File: src/rtl/mem_access_unit_if.sv
// Pipeline-to-memory-unit request/response bundle.
// The master (pipeline) issues requests. The slave (mem_access_unit) completes them.
interface mem_access_unit_if;
  logic        req_valid;
  logic        req_ready;
  logic [2:0]  req_op;
  logic [31:0] req_addr;
  logic [31:0] req_wdata;
  logic [4:0]  req_rd;
  logic        resp_valid;
  logic [31:0] resp_rdata;
  logic [4:0]  resp_rd;
  logic        resp_err;

  modport master (
    output req_valid, req_op, req_addr, req_wdata, req_rd,
    input  req_ready, resp_valid, resp_rdata, resp_rd, resp_err
  );

  modport slave (
    input  req_valid, req_op, req_addr, req_wdata, req_rd,
    output req_ready, resp_valid, resp_rdata, resp_rd, resp_err
  );
endinterface

File: src/rtl/mem_access_unit.sv
// Load/store unit in front of a word-addressed data memory.
// It handles LW/LH/LHU/LB/LBU and SW/SH/SB.
// Sub-word stores use a read-modify-write of the containing word.
module mem_access_unit #(
  parameter int unsigned MEM_WORDS = 65536
) (
  input  logic               clk,
  input  logic               rst,
  mem_access_unit_if.slave   bus,
  output logic [31:0]        mem_read_address,
  output logic [31:0]        mem_write_address,
  output logic               mem_write_enable,
  output logic [31:0]        mem_data_in,
  input  logic [31:0]        mem_data_out
);

  localparam logic [2:0] OP_LW = 3'b000, OP_SW = 3'b001, OP_LB = 3'b010, OP_LBU = 3'b011,
                         OP_SB = 3'b100, OP_LH = 3'b101, OP_LHU = 3'b110, OP_SH = 3'b111;

  typedef enum logic [2:0] {S_IDLE, S_LOAD, S_RMW, S_WRITE, S_DONE} state_e;

  state_e      state_q, state_d;
  logic [2:0]  op_q, op_d;
  logic [31:0] addr_q, addr_d, wdata_q, wdata_d, merge_q, merge_d, rdata_q, rdata_d;
  logic [4:0]  rd_q, rd_d;
  logic        err_q, err_d;

  logic        req_err;
  logic [31:0] load_val, merge_val;
  logic [7:0]  byte_sel;
  logic [15:0] half_sel;

  // Misalignment and range check on the incoming request, evaluated at accept time.
  always_comb begin
    req_err = ({2'b00, bus.req_addr[31:2]} >= MEM_WORDS);
    case (bus.req_op)
      OP_LW, OP_SW:         if (bus.req_addr[1:0] != 2'b00) req_err = 1'b1;
      OP_LH, OP_LHU, OP_SH: if (bus.req_addr[0]) req_err = 1'b1;
      default: ;
    endcase
  end

  // Little-endian lane extraction and sign/zero extension of the read word.
  always_comb begin
    byte_sel = mem_data_out[{addr_q[1:0], 3'b000} +: 8];
    half_sel = addr_q[1] ? mem_data_out[31:16] : mem_data_out[15:0];
    case (op_q)
      OP_LB:   load_val = {{24{byte_sel[7]}}, byte_sel};
      OP_LBU:  load_val = {24'd0, byte_sel};
      OP_LH:   load_val = {{16{half_sel[15]}}, half_sel};
      OP_LHU:  load_val = {16'd0, half_sel};
      default: load_val = mem_data_out;
    endcase
  end

  // Per-byte-lane merge. The addressed lane(s) take the right-aligned store data.
  for (genvar n = 0; n < 4; n++) begin : g_lane
    logic hit;
    assign hit = ((op_q == OP_SB) && (addr_q[1:0] == 2'(n))) ||
                 ((op_q == OP_SH) && (addr_q[1] == 1'(n / 2)));
    assign merge_val[8*n +: 8] = !hit ? mem_data_out[8*n +: 8] :
                                 (op_q == OP_SB) ? wdata_q[7:0] : wdata_q[8*(n%2) +: 8];
  end

  // Next-state logic and latching of request/response fields.
  always_comb begin
    state_d = state_q;
    op_d    = op_q;
    addr_d  = addr_q;
    wdata_d = wdata_q;
    rd_d    = rd_q;
    merge_d = merge_q;
    rdata_d = rdata_q;
    err_d   = err_q;
    case (state_q)
      S_IDLE: if (bus.req_valid) begin
        op_d    = bus.req_op;
        addr_d  = bus.req_addr;
        wdata_d = bus.req_wdata;
        rd_d    = bus.req_rd;
        rdata_d = '0;
        err_d   = req_err;
        if (req_err)                      state_d = S_DONE;
        else if (bus.req_op == OP_SW)     state_d = S_WRITE;
        else if (bus.req_op == OP_SB ||
                 bus.req_op == OP_SH)     state_d = S_RMW;
        else                              state_d = S_LOAD;
      end
      S_LOAD:  begin rdata_d = load_val;  state_d = S_DONE;  end
      S_RMW:   begin merge_d = merge_val; state_d = S_WRITE; end
      S_WRITE: state_d = S_DONE;
      S_DONE:  state_d = S_IDLE;
      default: state_d = S_IDLE;
    endcase
  end

  // State and datapath registers with synchronous reset.
  always_ff @(posedge clk) begin
    if (rst) begin
      state_q <= S_IDLE;
      op_q    <= '0;
      addr_q  <= '0;
      wdata_q <= '0;
      rd_q    <= '0;
      merge_q <= '0;
      rdata_q <= '0;
      err_q   <= 1'b0;
    end else begin
      state_q <= state_d;
      op_q    <= op_d;
      addr_q  <= addr_d;
      wdata_q <= wdata_d;
      rd_q    <= rd_d;
      merge_q <= merge_d;
      rdata_q <= rdata_d;
      err_q   <= err_d;
    end
  end

  assign bus.req_ready  = (state_q == S_IDLE);
  assign bus.resp_valid = (state_q == S_DONE);
  assign bus.resp_rdata = rdata_q;
  assign bus.resp_rd    = rd_q;
  assign bus.resp_err   = err_q;

  assign mem_read_address  = {2'b00, addr_q[31:2]};
  assign mem_write_address = {2'b00, addr_q[31:2]};
  // A reset landing on the write cycle must not corrupt memory.
  assign mem_write_enable  = (state_q == S_WRITE) && !rst;
  assign mem_data_in       = (op_q == OP_SW) ? wdata_q : merge_q;

endmodule

File: src/flat_wrapper.sv
// flat-port wrapper written by rule: the top's interface ports become plain ports
module mem_access_unit_flat 
#(
  parameter int unsigned MEM_WORDS = 65536
)
  (clk, rst, mem_read_address, mem_write_address, mem_write_enable, mem_data_in, mem_data_out, bus_req_valid, bus_req_op, bus_req_addr, bus_req_wdata, bus_req_rd, bus_req_ready, bus_resp_valid, bus_resp_rdata, bus_resp_rd, bus_resp_err);
  mem_access_unit_if bus_i ();
  input  logic clk;
  input  logic rst;
  output logic [31:0] mem_read_address;
  output logic [31:0] mem_write_address;
  output logic mem_write_enable;
  output logic [31:0] mem_data_in;
  input  logic [31:0] mem_data_out;
  input wire logic [$bits(bus_i.req_valid)-1:0] bus_req_valid;
  input wire logic [$bits(bus_i.req_op)-1:0] bus_req_op;
  input wire logic [$bits(bus_i.req_addr)-1:0] bus_req_addr;
  input wire logic [$bits(bus_i.req_wdata)-1:0] bus_req_wdata;
  input wire logic [$bits(bus_i.req_rd)-1:0] bus_req_rd;
  output wire logic [$bits(bus_i.req_ready)-1:0] bus_req_ready;
  output wire logic [$bits(bus_i.resp_valid)-1:0] bus_resp_valid;
  output wire logic [$bits(bus_i.resp_rdata)-1:0] bus_resp_rdata;
  output wire logic [$bits(bus_i.resp_rd)-1:0] bus_resp_rd;
  output wire logic [$bits(bus_i.resp_err)-1:0] bus_resp_err;
  assign bus_i.req_valid = bus_req_valid;
  assign bus_i.req_op = bus_req_op;
  assign bus_i.req_addr = bus_req_addr;
  assign bus_i.req_wdata = bus_req_wdata;
  assign bus_i.req_rd = bus_req_rd;
  assign bus_req_ready = bus_i.req_ready;
  assign bus_resp_valid = bus_i.resp_valid;
  assign bus_resp_rdata = bus_i.resp_rdata;
  assign bus_resp_rd = bus_i.resp_rd;
  assign bus_resp_err = bus_i.resp_err;
  mem_access_unit #(.MEM_WORDS(MEM_WORDS)) u_core (.clk(clk), .rst(rst), .bus(bus_i), .mem_read_address(mem_read_address), .mem_write_address(mem_write_address), .mem_write_enable(mem_write_enable), .mem_data_in(mem_data_in), .mem_data_out(mem_data_out));
endmodule
File: config.mk
export PLATFORM = sky130hd
export DESIGN_NAME = mem_access_unit_flat
export DESIGN_NICKNAME = d
export VERILOG_FILES = /design/src/rtl/mem_access_unit_if.sv /design/src/rtl/mem_access_unit.sv /design/src/flat_wrapper.sv
export SDC_FILE = /design/constraint.sdc
export NUM_CORES = 1
export LEC_CHECK = 0
export CAP_MARGIN = 10
export CORE_MARGIN = 2
export CORE_UTILIZATION = 25
export CTS_CLUSTER_SIZE = 24
export DETAILED_ROUTE_END_ITERATION = 8
export GPL_ROUTABILITY_DRIVEN = 0
export SETUP_SLACK_MARGIN = 0.5
export SLEW_MARGIN = 25
export SYNTH_ARGS = -nofsm -noshare
export SYNTH_HDL_FRONTEND = slang
export SYNTH_SLANG_ARGS = --single-unit
export TNS_END_PERCENT = 5
File: constraint.sdc
create_clock -name clk -period 3.9 [get_ports clk]
set_clock_uncertainty 0.15 [all_clocks]
set_input_delay 0.39 -clock clk [delete_from_list [all_inputs] [get_ports clk]]
set_output_delay 0.39 -clock clk [all_outputs]
set_load 0.02 [all_outputs]
======== After elaboration in Yosys (flattened, before gate mapping) ========
Index checks and enable logic that the tools add are counted.
storage, ports and cells
  register bits ........................... 140
  latch bits .............................. 0
  RAM bits ................................ 0
  bits in read-only memories .............. 0
  output and inout port bits .............. 137
  word-level logic and storage cells ...... 72
  memories ................................ 0
operators by class
  add/sub/neg operators ................... 0
  multipliers ............................. 0
  divide/modulo/power cells ............... 0
  order comparisons ....................... 1
  equality and inequality tests ........... 20
  shift operators ......................... 1
  muxes and demuxes ....................... 18
  bitwise gates (word level) .............. 1
  reductions and logical operators ........ 23
operator list
  cell                                                                      count
  32-bit one-hot mux with 4 select lines                                    1
  32-bit 2-to-1 mux                                                         2
  32-bit one-hot mux with 2 select lines                                    1
  8-bit 2-to-1 mux                                                          5
  32-bit by 6-bit indexed part select with 8-bit output                     1
  30-bit by 17-bit >= comparator with 1-bit output (second input constant)  1
  3-bit equality test (second input constant)                               9
  16-bit 2-to-1 mux                                                         1
  3-bit by 2-bit equality test with 1-bit output (second input constant)    4
  3-bit by 1-bit equality test with 1-bit output (second input constant)    3
  3-bit 2-to-1 mux                                                          3
  3-bit one-hot mux with 3 select lines                                     1
  1-bit logical AND                                                         7
  3-bit logical NOT                                                         2
  1-bit logical OR                                                          5
  2-bit equality test (second input constant)                               2
  2-bit AND reduction                                                       2
  2-bit nonzero test                                                        2
  2-bit OR reduction                                                        2
  3-bit OR reduction                                                        1
  2-bit by 1-bit equality test with 1-bit output (second input constant)    1
  2-bit logical NOT                                                         1
  1-bit 2-to-1 mux                                                          2
  2-bit 2-to-1 mux                                                          1
  4 further kinds                                                           4

======== Longest topological paths before layout ========
Gate-level depths: netlist of the first run.
  depth in word-level cells ............... 7
  depth in mapped cells ................... 8
  depth with buffers taken out ............ 5

======== Worst setup path before layout of the first run ========
Ideal clock, no wire load.
  path type ............................... register to output
  start point ............................. register u_core.op_q[2]
  end point ............................... output port mem_data_in[26]
  arrival time ............................ 1427 ps
  required time ........................... 3360 ps
  slack ................................... 1933 ps
  cell stages (with the launch flop) ...... 5
  buffers on the path ..................... 2
  cell sequence ........................... dfxtp_1 > buf_4 > nor3_2 > buf_2 > mux2_1
on the way
  word-level cells in the longest chain between the ends .. 2
RTL lines
  what                                            line                    source
  from (decl)                                     mem_access_unit.sv:23   logic [2:0] op_q, op_d;
  from (signal assigned)                          mem_access_unit.sv:110  op_q <= op_d;
  3-bit by 1-bit equality test with 1-bit output  mem_access_unit.sv:130  assign mem_data_in = (op_q == OP_SW) ? wdata_q : merge_q;
  32-bit 2-to-1 mux                               mem_access_unit.sv:130
  to (decl)                                       flat_wrapper.sv:13      output logic [31:0] mem_data_in;
Every way passes these cells.

======== Final worst setup path of the first run ========
  start point ............................. register u_core.op_q[2]
  end point ............................... output port mem_data_in[15]
The elaborated chain is that of the path after synthesis.

==> results of run 1 <==
==> worst min-delay path by stage <==
stage,startpoint,to,slack [ns],cells past startpoint
2_1_floorplan,u_core.merge_q[19],u_core.merge_q[19],0.27,2
3_3_place_gp,u_core.bus.resp_rdata[7],u_core.bus.resp_rdata[7],0.28,2
3_5_place_dp,u_core.bus.resp_rdata[7],u_core.bus.resp_rdata[7],0.28,2
4_1_cts,rst,u_core.state_q[2],0.16,2
5_1_grt,rst,u_core.state_q[2],0.18,2
6_report,rst,u_core.state_q[2],0.17,2
==> power by group <==
part | internal, mW | total [mW] | switching [mW]
clock | 1.02 | 1.71 | 0.686
combinational | 0.255 | 0.531 | 0.276
sequential | 1.48 | 1.53 | 0.0538
==> critical path: stages (launching register included) <==
cell and delay [ns]:
dfxtp_1 0.56, nor3_4 0.34, buf_6 0.36, mux2_2 0.39, clkdlybuf4s50_1 0.54
==> logic make-up (layout without fill, tap and decap cells) <==
| group | after synthesis | count (layout) | share of synthesized area (%) |
|---|---|---|---|
| simple gates | 284 | 284 | 17.7 |
| compound gates | 213 | 213 | 18.8 |
| flops | 140 | 140 | 41.0 |
| buf+inv | 122 | 285 | 11.0 |
| mux | 72 | 72 | 11.2 |
| xor+xnor | 2 | 2 | 0.256 |
| other cells | 1 | 5 | 0.0549 |
==> layer usage <==
| metal | wire length, um | part of all wire [%] | global-route usage [%] | up-vias |
|---|---|---|---|---|
| met5 | 13 | 0.054 | 0 | - |
| met4 | 432 | 1.8 | 4.87 | 2 |
| met3 | 1250 | 5.2 | 3.96 | 21 |
| met2 | 11800 | 49 | 27.7 | 185 |
| met1 | 10400 | 43 | 20.3 | 2961 |
| li1 | - | - | - | 3097 |
==> layout make-up <==
class                      count  area share [%]
multi-input combinational    575            34.3
antenna                        1          0.0260
tap                          341            4.43
timing repair buffer         250            25.7
clock buffer                  17            4.41
inverter                       3           0.117
clock inverter                15            1.93
sequential                   140            29.1
==> flip-flops by register name, indices dropped and copies added, names as in the netlist <==
register / flops
u_core.op_q: 3
u_core.bus.resp_rdata: 32
u_core.state_q: 3
u_core.addr_q: 32
u_core.wdata_q: 32
u_core.bus.resp_rd: 5
u_core.merge_q: 32
u_core.bus.resp_err: 1
==> cells in the final DEF (no fill, tap or decap), types with 4 or more instances in the layout <==
| cell type | synthesis | final |
|---|---|---|
| nand2_1 | 197 | 196 |
| a21o_1 | 14 | 14 |
| a22oi_1 | 7 | 7 |
| o21ai_0 | 46 | 46 |
| o21ai_1 | 13 | 13 |
| a221o_1 | 16 | 16 |
| clkbuf_16 | 0 | 17 |
| dfxtp_1 | 140 | 139 |
| nor2_1 | 51 | 50 |
| mux2_2 | 29 | 29 |
| mux2i_1 | 38 | 38 |
| nand2b_1 | 7 | 7 |
| nand3_1 | 4 | 4 |
| inv_6 | 0 | 5 |
| mux2_1 | 5 | 5 |
| conb_1 | 1 | 4 |
| o22ai_1 | 8 | 8 |
| a211oi_1 | 8 | 8 |
| a21oi_1 | 91 | 90 |
| buf_4 | 67 | 10 |
| clkdlybuf4s50_1 | 0 | 238 |
==> what timing repair did <==
item | 4_1_cts | 5_1_grt
hold buffers | 0 | 0
resized for setup | 1 | 1
endpoints found under the setup margin | 27 | 30
==> stage by stage <==
stage | instances | util [%] | setup WS, ns | instance area (sq um) | power (mW)
after floorplan | 837 | - | 1.93 | 6850 | 1.86
after global placement | 1309 | 33.6 | 1.00 | 9020 | 2.09
after detailed placement | 1309 | 33.6 | 0.930 | 9020 | 2.09
after CTS | 1341 | 35.9 | 0.580 | 9640 | 3.81
after global routing | 1342 | 35.9 | 0.637 | 9640 | 3.91
final | 1342 | 35.9 | 0.741 | 9640 | 3.76
==> results.txt, run 1 <==
The worst path arrival time came out at 2.62 ns. The slack of the worst reg-to-reg path is 1.43 ns. The main flop type after synthesis is dfxtp_1.

The data required time at the worst endpoint came out at 3.36 ns. The final max-slew violation count came out at 0. The endpoint kind of the worst setup timing path is an output port. The depth of the CTS H-tree came out at 4. Using the TritonRoute via totals, the vias-per-cell ratio works out to 4.67. The maximum fanout along the worst path came out at 30. The worst register-to-register path has a depth of 6.

The detailed router finished its first iteration with 524 violations. The flow ran to the end, and the final reports show no timing, DRC or antenna violations. The final count of negative-setup-slack endpoints is 0.

The die area is 28700 sq um. Post-CTS timing repair inserted 0 buffers for setup. The most critical setup path has its startpoint at u_core.op_q[2]. After synthesis, the cell types taking the most area are dfxtp_1, nand2_1, buf_4. The startpoint identified for the worst register-to-register timing path is u_core.addr_q[1]. The setup total negative slack is 0 ns.

For this run the aggregate overflow at the end of global routing stands at 0. Setup repair after global routing left no endpoint under its margin. The worst-case vdd ir drop came out at 0.163 mV.

The clock period minus worst slack came out at 3.16 ns. The routed wire length is 23.9 mm. After synthesis, the share of flip-flops with an asynchronous set or reset is 0%. The initial core utilization came out at 25.4%. The final-report hold violation count came out at 0. The number of cell rows is 60. The number of storage elements in the synthesis netlist is 140. Averaged over all synthesized cells, the footprint is 8.20 sq um. Entering global routing, the biggest net connects 69 pins. The post-layout net count is 1094. The signed area change from the synthesized netlist to the final layout came out at 41.0%. The number of enable-type register cells in the synthesized netlist is 0. The worst max-slew margin expressed relative to the limit came out at 44.0%.

The die boundary width came out at 169 um. The total routing resource utilization after global routing came out at 16.3%. The number of distinct library cells after synthesis is 48. The tool flagged a number of max-cap violations equal to 0.

The top-level I/O count came out at 244. After legalization and detailed placement, the total HPWL measured 18.0 mm. The synthesized design spends more area on one cell type than any other, namely dfxtp_1. The remaining design rule violation count came out at 0.

After clock tree synthesis, the clock-pin slew on the worst setup and hold paths is 0.06 ns. The mean routed wirelength per cell came out at 17.8 um. The count of yosys warnings during synthesis came out at 0.

The path class of the tightest hold or removal check is in2reg. The vertical extent of the die came out at 169 um. Timing would allow up to 317 MHz. The storage element area came out at 2800 sq um. The total via count in the routed design is 6266. The worst hold-check slack is 0.172 ns. The wire length of the first global-routing pass is 35.8 mm.

The initial antenna violation count came out at 3. The fraction of final layout cells with drive strength greater than 1 came out at 9.20%. The via count of the first global-routing pass is 6013. At the pin with the least slew margin, the transition time is 0.838 ns. The worst setup path is launched from a register. The power density of the placed cells came out at 391 nW/um^2. TritonCTS built the clock tree. Summing all multi-input logic gate instances after layout gives 3310 sq um. The filler cell count came out at 2772. The worst register-to-register path ends at u_core.bus.resp_rdata[30]. For this run, the detailed router's first-pass iteration total came to 5. For this run, the register share of the synthesized area comes to 41.0%. The proportion of netlist area held by the largest area contributor is 41.0%. The floorplan step defined a core boundary enclosing 26900 sq um. The commonest cells after synthesis are nand2_1, dfxtp_1, a21oi_1. The post-synthesis instance area came out at 6840 sq um. nand2_1 is the most common cell in the netlist. The clock buffer count from CTS is 17. The number of clock sinks came out at 140. Input and output buffers added on the ports amount to 239. The remaining antenna violation count is 0. The buffer levels on the longest clock path came out at 2. In the finished design, the share of the clock period the worst path needs comes to 81.0%. The worst setup path is of the reg2out kind. In this run the clock root is driven by a clkbuf_16.

Following the worst setup path forward leads to its endpoint at mem_data_in[15]. The worst-skew pair later-pin latency came out at 0.42 ns. Synthesis produced a netlist whose cell count is 834. The leakage power summed over all cells came out at 3.58 nW.
Power figures use the tool's default switching activity.
==> run 2, diff against run 1 <==
- clock period: 3.9 -> 2.5 ns (I/O delays scaled with it)
==> results.txt, run 2 (synthesis results as in run 1) <==
The min-delay analysis places its worst path in the category in2reg. The worst-skew pair later-pin latency came out at 0.42 ns. The post-layout net count came out at 1114. The remaining antenna violation count is 0. The placed wire-length estimate came out at 18.3 mm.

The vertical extent of the die is 169 um. The CTS root buffer is clkbuf_16. The initial core utilization is 25.4%. The number of antenna diodes in the final layout is 0. The run finished with clean final reports. The total via count in the routed design came out at 6404. The top-level I/O count is 244. The via count of the first global-routing pass is 6040. The filler cells instantiated in the layout total 2785. Timing analysis after detailed placement gives a worst setup slack of 0.324 ns. TritonCTS built the clock tree. The floorplan step defined a die boundary enclosing 28700 sq um.

The kind of start point of the critical path is a register. Leaving out fill and tap cells, the most frequent cell in the layout is clkdlybuf4s50_1. STA puts the critical path data required time at 2.10 ns. Setup repair after global routing could not meet its margin everywhere. The transition at the pin with the smallest max-transition slack is 0.795 ns. The achievable clock frequency came out at 448 MHz. The worst max-slew margin expressed relative to the limit is 47.0%.

The setup path with the least slack is of type reg2out. The final-report hold violation count is 0. The routed wire length came out at 25.4 mm.

The final max-slew violation count came out at 0. The depth of the CTS H-tree came out at 4. For this run, the total global-route usage over all layers was measured as 17.3%. Port buffering added 239 buffers. In this run the horizontal extent of the chip is 169 um.

The total congestion overflow came out at 0. STA classifies the critical path endpoint as an output port. The number of DRC markers after the initial detailed-route iteration is 533. The power density of the placed cells came out at 603 nW/um^2. The clock input transition at the sequential cells of the worst setup and hold paths came out at 0.06 ns. The maximum fanout along the worst path is 8. The remaining design rule violation count is 0.

Setup violations remaining at the end of the flow were counted as 0. The pin count of the biggest net entering global routing came out at 70. The final clock period utilization by the worst path is 89.2%.

In this run the deepest clock path goes through 2 buffers. In this run the static leakage power is 3.82 nW. The core region area came out at 26900 sq um. The clock buffer count from CTS is 17. The max capacitance violation total came out at 0. The number of cell rows came out at 60. Leaving out fill and tap cells, the most frequent cells in the layout are clkdlybuf4s50_1, nand2_1, dfxtp_1. Data arrives at the worst endpoint at 1.83 ns. The first detailed-routing pass took 5 iterations. For the finished layout, the period the worst path requires is 2.23 ns. After detailed routing, the number of vias per cell comes to 4.71. The final worst setup slack came out at 0.270 ns. The setup total negative slack is 0 ns. Compared with the post-synthesis result, the final layout area differs by 43.7%.

The number of clock sinks came out at 140. Dividing the detail-routed wire length by the instance count gives 18.6 um. The initial antenna violation count is 2. The wire length of the first global-routing pass came out at 37.2 mm. The fraction of final layout cells with drive strength greater than 1 came out at 14.2%.

The worst-case vdd ir drop came out at 0.358 mV.
[run 2: changes by cell type in the layout (fill, tap and decap cells not counted), sizes merged]
| cell | change |
|---|---|
| clkinvlp | -2 |
| buf | +51 |
| clkbuf | +2 |
| dlymetal6s2s | +1 |
| inv | -4 |
| dlygate4sd2 | +1 |
| dlygate4sd3 | +1 |
| clkinv | +4 |
| diode | -1 |
| clkdlybuf4s50 | -34 |
[run 2: worst paths after layout]
path                                                 from                        end  slack, ns  cells past startpoint
worst max-delay path                       u_core.op_q[2]             mem_data_in[5]       0.27                      6
worst min-delay path                                  rst             u_core.op_q[1]       0.04                      2
worst max register to register           u_core.addr_q[1]  u_core.bus.resp_rdata[12]       0.46                      6
worst min register to register  u_core.bus.resp_rdata[26]  u_core.bus.resp_rdata[26]       0.30                      2
[run 2: worst max-delay path: stages (launching register included)]
cell	delay, ns
dfxtp_2	0.33
nor3_4	0.21
buf_6	0.17
buf_12	0.10
buf_12	0.14
mux2_4	0.31
buf_6	0.13
[run 2: area by class of cell]
type | count | area [sq um] | area share, %
Clock inverter | 13 | 165 | 1.68
Timing Repair Buffer | 270 | 2630 | 26.8
Tap cell | 341 | 427 | 4.34
Inverter | 3 | 11.3 | 0.115
Clock buffer | 19 | 443 | 4.51
Multi-Input combinational cell | 575 | 3340 | 34.0
Sequential cell | 140 | 2810 | 28.6
[run 2: per-layer routing]
metal / up-vias / wire, um / global-route usage [%]
li1: 3147 / - / -
met1: 3012 / 11000 / 22.0
met2: 209 / 12400 / 29.0
met3: 34 / 1310 / 3.47
met4: 2 / 638 / 6.13
met5: - / 13 / 0
[run 2: through the flow]
stage	instances	instance area (sq um)	hold slack (ns)	utilization (%)	total power [mW]
finish	1361	9830	0.0363	36.6	5.93
global route	1361	9830	0.0438	36.6	6.15
CTS	1361	9820	0.0181	36.6	6.00
detailed placement	1322	9160	0.290	34.1	3.29
global placement	1322	9160	0.280	34.1	3.28
floorplan	837	6850	0.229	-	2.90
[run 2: what timing repair did]
item,in CTS,in global routing
resized for setup,163,1
pin swaps,1,0
setup buffers,3,0
cloned,3,0
endpoints found under the setup margin,38,75
hold endpoints to repair,1,0
hold buffers,1,0
[run 2: where the power goes]
group	internal, mW	switching [mW]
combinational	0.434	0.471
sequential	2.30	0.0665
clock	1.60	1.05
